<file path="config.mk">
export PLATFORM = sky130hd
export DESIGN_NAME = rns_forward_converter
export DESIGN_NICKNAME = d
export VERILOG_FILES = /design/src/rtl/rns_forward_converter.sv
export SDC_FILE = /design/constraint.sdc
export NUM_CORES = 1
export LEC_CHECK = 0
export CELL_PAD_IN_SITES_DETAIL_PLACEMENT = 0
export CELL_PAD_IN_SITES_GLOBAL_PLACEMENT = 1
export CORE_UTILIZATION = 25
export CTS_BUF_LIST = sky130_fd_sc_hd__clkbuf_4 sky130_fd_sc_hd__clkbuf_8 sky130_fd_sc_hd__clkbuf_16
export CTS_CLUSTER_SIZE = 30
export DETAILED_ROUTE_END_ITERATION = 12
export PLACE_DENSITY = 0.65
export SYNTH_ARGS = -nofsm -noshare
export SYNTH_HDL_FRONTEND = slang
export SYNTH_SLANG_ARGS = --single-unit
</file>
<file path="constraint.sdc">
create_clock -name clk -period 4.4 [get_ports clk]
set_clock_uncertainty 0.1 [all_clocks]
set_input_delay 0.88 -clock clk [delete_from_list [all_inputs] [get_ports clk]]
set_output_delay 0.88 -clock clk [all_outputs]
set_load 0.1 [all_outputs]
</file>
<file path="src/rtl/rns_forward_converter.sv">
// Bit-serial binary-to-RNS forward converter for the moduli set {7, 8, 9}.
// The operand is consumed MSB first, one bit per cycle, with a Horner-style
// doubling accumulator per channel. One conversion is in flight at a time.
module rns_forward_converter #(
    parameter int unsigned DATA_W = 9
) (
    input  logic              clk,
    input  logic              rst,
    input  logic              in_valid,
    output logic              in_ready,
    input  logic [DATA_W-1:0] in_data,
    output logic              out_valid,
    input  logic              out_ready,
    output logic [2:0]        res7,
    output logic [2:0]        res8,
    output logic [3:0]        res9,
    output logic              busy
);

    localparam int unsigned CntW = (DATA_W > 1) ? $clog2(DATA_W) : 1;

    localparam logic [1:0] StIdle  = 2'd0;
    localparam logic [1:0] StShift = 2'd1;
    localparam logic [1:0] StDone  = 2'd2;

    logic [1:0]        state_q, state_d;
    logic [DATA_W-1:0] sr_q, sr_d;
    logic [CntW-1:0]   cnt_q, cnt_d;
    logic [2:0]        acc7_q, acc7_d;
    logic [2:0]        acc8_q, acc8_d;
    logic [3:0]        acc9_q, acc9_d;
    logic [2:0]        res7_q, res7_d;
    logic [2:0]        res8_q, res8_d;
    logic [3:0]        res9_q, res9_d;

    logic       bit_in;
    logic [3:0] dbl7;
    logic [4:0] dbl9;
    logic [2:0] nxt7;
    logic [2:0] nxt8;
    logic [3:0] nxt9;

    // One accumulator step: double, add the current bit, then a single
    // conditional subtract since 2*acc+b never reaches twice the modulus.
    always_comb begin
        bit_in = sr_q[DATA_W-1];
        dbl7   = {acc7_q, bit_in};
        dbl9   = {acc9_q, bit_in};
        nxt7   = (dbl7 >= 4'd7) ? 3'(dbl7 - 4'd7) : dbl7[2:0];
        nxt8   = {acc8_q[1:0], bit_in};
        nxt9   = (dbl9 >= 5'd9) ? 4'(dbl9 - 5'd9) : dbl9[3:0];
    end

    // Next-state logic for the IDLE -> SHIFT -> DONE -> IDLE sequence.
    always_comb begin
        state_d = state_q;
        sr_d    = sr_q;
        cnt_d   = cnt_q;
        acc7_d  = acc7_q;
        acc8_d  = acc8_q;
        acc9_d  = acc9_q;
        res7_d  = res7_q;
        res8_d  = res8_q;
        res9_d  = res9_q;
        case (state_q)
            StIdle: begin
                if (in_valid) begin
                    sr_d    = in_data;
                    acc7_d  = '0;
                    acc8_d  = '0;
                    acc9_d  = '0;
                    cnt_d   = CntW'(DATA_W - 1);
                    state_d = StShift;
                end
            end
            StShift: begin
                sr_d   = sr_q << 1;
                acc7_d = nxt7;
                acc8_d = nxt8;
                acc9_d = nxt9;
                cnt_d  = cnt_q - CntW'(1);
                // Bit 0 is being absorbed: publish the finished residues.
                if (cnt_q == '0) begin
                    res7_d  = nxt7;
                    res8_d  = nxt8;
                    res9_d  = nxt9;
                    state_d = StDone;
                end
            end
            StDone: begin
                if (out_ready) begin
                    state_d = StIdle;
                end
            end
            default: begin
                state_d = StIdle;
            end
        endcase
    end

    // State registers with synchronous reset; reset abandons any conversion.
    always_ff @(posedge clk) begin
        if (rst) begin
            state_q <= StIdle;
            sr_q    <= '0;
            cnt_q   <= '0;
            acc7_q  <= '0;
            acc8_q  <= '0;
            acc9_q  <= '0;
            res7_q  <= '0;
            res8_q  <= '0;
            res9_q  <= '0;
        end else begin
            state_q <= state_d;
            sr_q    <= sr_d;
            cnt_q   <= cnt_d;
            acc7_q  <= acc7_d;
            acc8_q  <= acc8_d;
            acc9_q  <= acc9_d;
            res7_q  <= res7_d;
            res8_q  <= res8_d;
            res9_q  <= res9_d;
        end
    end

    // Handshake and status outputs decode directly from the state register.
    always_comb begin
        in_ready  = (state_q == StIdle);
        out_valid = (state_q == StDone);
        busy      = (state_q == StShift) || (state_q == StDone);
        res7      = res7_q;
        res8      = res8_q;
        res9      = res9_q;
    end

endmodule
</file>
; Word-level counts from Yosys, hierarchy flattened
; Index checks and enable logic that the tools add are counted.
[op_classes]
eq_ne = 5
addsub = 3
n_reduce_logical = 7
mux = 15
n_lt_le_gt_ge = 2
[op_table]
columns = operator, count
row1 = 9-bit case mux with 2 select lines, 1
row2 = 4-bit case mux with 2 select lines, 2
row3 = 4-bit two-way mux, 3
row4 = 9-bit two-way mux, 1
row5 = 2-bit two-way mux, 3
row6 = 3-bit two-way mux, 2
row7 = 2-bit case mux with 3 select lines, 1
row8 = 3-bit case mux with 2 select lines, 1
row9 = 5-bit by 4-bit greater-or-equal comparator with 1-bit output (second input constant), 1
row10 = 4-bit by 3-bit greater-or-equal comparator with 1-bit output (second input constant), 1
row11 = 4-bit logical NOT, 1
row12 = 2-bit inequality test (second input constant), 2
row13 = 2-bit case mux with 2 select lines, 1
row14 = 2-bit AND reduction, 2
row15 = 4-bit by 1-bit subtractor with 4-bit output (second input constant), 1
row16 = 4-bit subtractor (second input constant), 1
row17 = 3-bit AND reduction, 1
row18 = 3-bit subtractor (second input constant), 1
row19 = 2-bit by 1-bit equality test with 1-bit output (second input constant), 1
row20 = 2-bit equality test (second input constant), 1
row21 = 2-bit logical NOT, 1
row22 = 2-bit by 1-bit inequality test with 1-bit output (second input constant), 1
row23 = 2-bit nonzero test, 1
row24 = 1-bit logical OR, 1
[word_totals]
output_inout_bits = 13
ff_bits = 34
word_cells = 41
input_bits = 13

; Logic depth before layout (Yosys ltp)
[logic_depth]
depth_word = 3
ltp_mapped = 8

; Worst setup path before layout
; No wires, ideal clock.
[synth_path]
path_kind = register to register
from = reg state_q[0]
to = reg cnt_q[2]
arrival_time_ps = 2133
setup_ps = 70
slack_ps = 2097
path_buffers = 1
stages_incl_launch_ff = 7
period_less_slack_ps = 2303
path_cell_list = dfxtp_1 -> inv_1 -> ha_1 -> mux2i_1 -> buf_2 -> nand2_1 -> a21oi_1
[synth_via]
elab_chain_len = 3
[synth_lines]
columns = item, line
row1 = start: declaration, 26  ; logic [1:0] state_q, state_d;
row2 = start signal: assignment, 104  ; state_q <= StIdle;
row3 = start signal: assignment, 114  ; state_q <= state_d;
row4 = 2-bit logical NOT *, n/a
row5 = named net in_ready, 10  ; output logic in_ready,
row6 = 2-bit inequality test (no line) / 2-bit nonzero test (equally long branches), n/a
row7 = 2-bit AND reduction (no line), n/a
row8 = end signal: assignment, 116  ; cnt_q <= cnt_d;
row9 = end: declaration, 28  ; logic [CntW-1:0] cnt_q, cnt_d;
; Mark *: on every way through the listed nets, which the timed path passes. The rest lies on a longest branch.
; A chain may end at the register's enable or synchronous reset.

; Final worst setup path
[layout_path]
from = reg state_q[1]
to = out in_ready
[layout_via]
elab_chain_len = 1
[layout_lines]
columns = item, line
row1 = 2-bit logical NOT, 128  ; in_ready = (state_q == StIdle);
row2 = end: declaration, 10
; Every way passes these cells.

==> impl_results.md <==
* Status: finished clean
* Die ar. at 6980 sq um
* Cts hold-fix bufs at 0
* Post-synthesis adder-cell area fraction at 0.0677
* Clk pwr share at 0.219
* Rows at 29
* Largest net degree at the start of global routing at 25
* Critical R2R Launch: state_q[1]$_SDFFE_PP0P_
* P&R area growth vs syn at 26.9%
* Final nets at about 230
* Post-DP HPWL at roughly 2.4 mm
* Synthesized flop and latch total at 34
* Top-level port count at 26
* Sequential cell area at 681 sq um
* Diode count at 0
* Arr. time, crit path at about 2200 ps
* Clk buf depth at 2
* Gpl congestion at ~0.73
* CP startpoint kind: register
* Share of layout cells above drive strength 1 at 0.0751
* MaxCap Viol Count at 0
* Core area at approximately 6400 sq um
* Tmin final at approximately 3200 ps
* Leakage at 0.801 nW
* First-pass GRT wire length at between 6 and 7 mm
* Multi-input logic area at around 900 sq um
* Final setup viols at 0
* Average wire per standard cell at 12.7 um
* Hold path startpoint: sr_q[0]$_SDFFE_PP0P_
* Synthesized net count at 211
* R2r worst-path depth at 7
* Die X at 83.6 um
* Initial Util at 0.260
* Aggregate global routing overflow at 0
* Routed Antenna Nets at 0
* CTS buffer count at 5
* Clock latency at the later pin of the worst-skew pair at approximately 300 ps
* Mux cell area share after synthesis at 0.0730
* Mean Syn Cell Area at a little under 9 sq um
* Power per cell area at approximately 770 nW/um^2
* Area share of xor/xnor cells in the synthesized design at 0.00527
* # Post-CTS Setup Buffers at 0
* Max VDD drop at 0.462 mV
* Vias/cell at approximately 4.6
* FF-to-FF End: acc7_q[2]$_SDFFE_PP0P_
* RSZ-0062 raised after global routing: no
* Register area share after synthesis at 0.409
* Input/output buffers at 25
* Req. time, crit path at 3420 ps
* Critical Path Sink Type: primary output
* TritonRoute pass-1 iters at 4
* Type of the worst setup path: reg2out
* Drt total wl at ~3.7 mm
* Total power at around 1.6 mW
* Sw Ratio at 0.456
* Most frequent cells in the layout: dfxtp_1, nor2_1, clkdlybuf4s50_1, nand2_1
* Antenna violations before repair at 0
* DRC at 0
* Synth Cell Area at between 1500 and 2000 sq um
* Hold Fails Final Rpt at 0
* Flop pwr share at 0.281
* Rel. slew slack at 0.347
* Internal Power at between 800 and 900 uW
* FF-to-FF setup slack at around 2200 ps
* Min-Delay Path Depth at 2
* Fmax at about 310 MHz
* Worst Tran Pin Value at roughly 980 ps
* NetSw at 745 uW
* Complex-gate fraction of the synthesized area at 0.189
* CTS tree: done
* Initial DRC Count at 60
* Fill cell count at 660
* Vias in the first global route at around 1.3k
* Comb pwr share at 0.500
* Clk root buf: clkbuf_8
* Setup TNS at 0 ps
* CTS HTree Levels at 2
* Clock sink count at 34
* DIE HEIGHT at 83.6 um
* Netlist cell types at 40
* Post-Synth Simple-Gate Area at 0.205
* Worst Path Max Fanout at 7
* Mapped Cells at between 150 and 200
* Period utilisation layout at 0.729
* Commonest non-fill, non-tap cell in the layout: dfxtp_1
* Largest family of logic cells by synthesized area: simple AND/OR/NAND/NOR gates
* YS warnings at 0
* Hold Path End: sr_q[0]$_SDFFE_PP0P_
* Clock transition at the registers of the reported paths at ~80 ps
* Post_cts resized at 0
* Vias at 1344
* Hold Path Class: reg2reg
* Final Max Slew Viols at 0
* Total GRT Usage at 0.117
sequential cells by signal, summed over array words and instances, names as in the netlist:
name and count:
res9 4, cnt_q 4, res8 3, acc8_q 2, acc9_q 4, acc7_q 3
sr_q 9, state_q 2, res7 3
routing by layer:
layer	wire [um]	up-vias	GRT usage
li1	-	707	-
met2	1600	18	0.181
met5	0	-	0
met4	86	0	0.0601
met1	1890	612	0.152
met3	107	7	0.0267
worst max path at each step:
stage	from	endpoint	slack (ps)	depth (start not counted)
CTS	state_q[1]$_SDFFE_PP0P_	in_ready	1170	3
floorplan	state_q[0]$_SDFFE_PP0P_	cnt_q[2]$_SDFFE_PP0P_	2100	6
global route	state_q[1]$_SDFFE_PP0P_	in_ready	1090	3
global placement	state_q[1]$_SDFFE_PP0P_	in_ready	1540	3
finish	state_q[1]$_SDFFE_PP0P_	in_ready	1190	3
detailed placement	state_q[1]$_SDFFE_PP0P_	in_ready	1500	3
Yosys cell counts:
| master | count | share of area |
|---|---|---|
| a2bb2oi_1 | 3 | 0.016 |
| and2_1 | 1 | 0.0038 |
| nor2_1 | 29 | 0.065 |
| o211ai_1 | 1 | 0.0045 |
| o31ai_1 | 1 | 0.0045 |
| nand3b_1 | 2 | 0.0090 |
| a221oi_1 | 1 | 0.0053 |
| and4bb_4 | 1 | 0.0098 |
| nor2_4 | 1 | 0.0068 |
| o211a_1 | 1 | 0.0060 |
| nor3_1 | 6 | 0.018 |
| nand2b_1 | 2 | 0.0075 |
| o21ai_0 | 2 | 0.0060 |
| ha_1 | 9 | 0.068 |
| xnor2_1 | 1 | 0.0053 |
| nand3_1 | 2 | 0.0060 |
| dfxtp_1 | 34 | 0.41 |
| o22ai_1 | 2 | 0.0075 |
| nor3b_1 | 1 | 0.0045 |
| a22oi_1 | 8 | 0.036 |
| inv_1 | 9 | 0.020 |
| clkbuf_1 | 4 | 0.0090 |
| o21ai_1 | 1 | 0.0030 |
| a41o_1 | 1 | 0.0060 |
| and2b_1 | 1 | 0.0045 |
| a211oi_1 | 10 | 0.045 |
| buf_1 | 1 | 0.0023 |
| mux2i_1 | 11 | 0.066 |
| a221oi_4 | 1 | 0.016 |
| nand4b_1 | 1 | 0.0053 |
| and2b_2 | 1 | 0.0053 |
| a21oi_1 | 11 | 0.033 |
| buf_2 | 5 | 0.015 |
| buf_4 | 1 | 0.0045 |
| or2_1 | 1 | 0.0038 |
| nor2b_1 | 1 | 0.0038 |
| nand2_1 | 18 | 0.041 |
| mux2_2 | 1 | 0.0068 |
| nor4_1 | 1 | 0.0038 |
| or3b_4 | 1 | 0.0068 |
logic make-up after synthesis:
kind of cell,Yosys count
buffers and inverters,20
xor gates and xnor gates,1
DFF,34
and+or+nand+nor,70
muxes,12
adders and majority gates,9
AOI/OAI and AO/OA,43
critical path, cell delays in order, from the launching register on:
cell	delay [ps]
dfxtp_1	330
inv_1	120
ha_1	310
clkdlybuf4s50_1	1180
per-stage QoR:
stage               setup slack (ps)  hold WS, ps  std cells  utilization  area, sq um
finish                          1190          357        290        0.331         2110
global route                    1090          379        290        0.331         2110
CTS                             1170          361        290        0.331         2110
detailed placement              1500          349        282        0.309         1970
global placement                1540          346        282        0.309         1970
floorplan                       2100          332        189            -         1660
layout make-up:
cell class	instances	share of cell area
multi-input combinational	135	0.425
inverter	9	0.0160
tap	77	0.0456
timing repair buffer	27	0.126
sequential	34	0.322
clock inverter	3	0.0326
clock buffer	5	0.0326
power by group through the flow:
stage          logic [mW]  registers [mW]  clock network (mW)
3_3_place_gp        0.820           0.466                   0
5_1_grt             0.896           0.475               0.380
6_report            0.818           0.459               0.358
4_1_cts             0.826           0.461               0.366
3_5_place_dp        0.822           0.467                   0
2_1_floorplan       0.540           0.588                   0
Note: power is estimated with default switching activity, not from simulation.
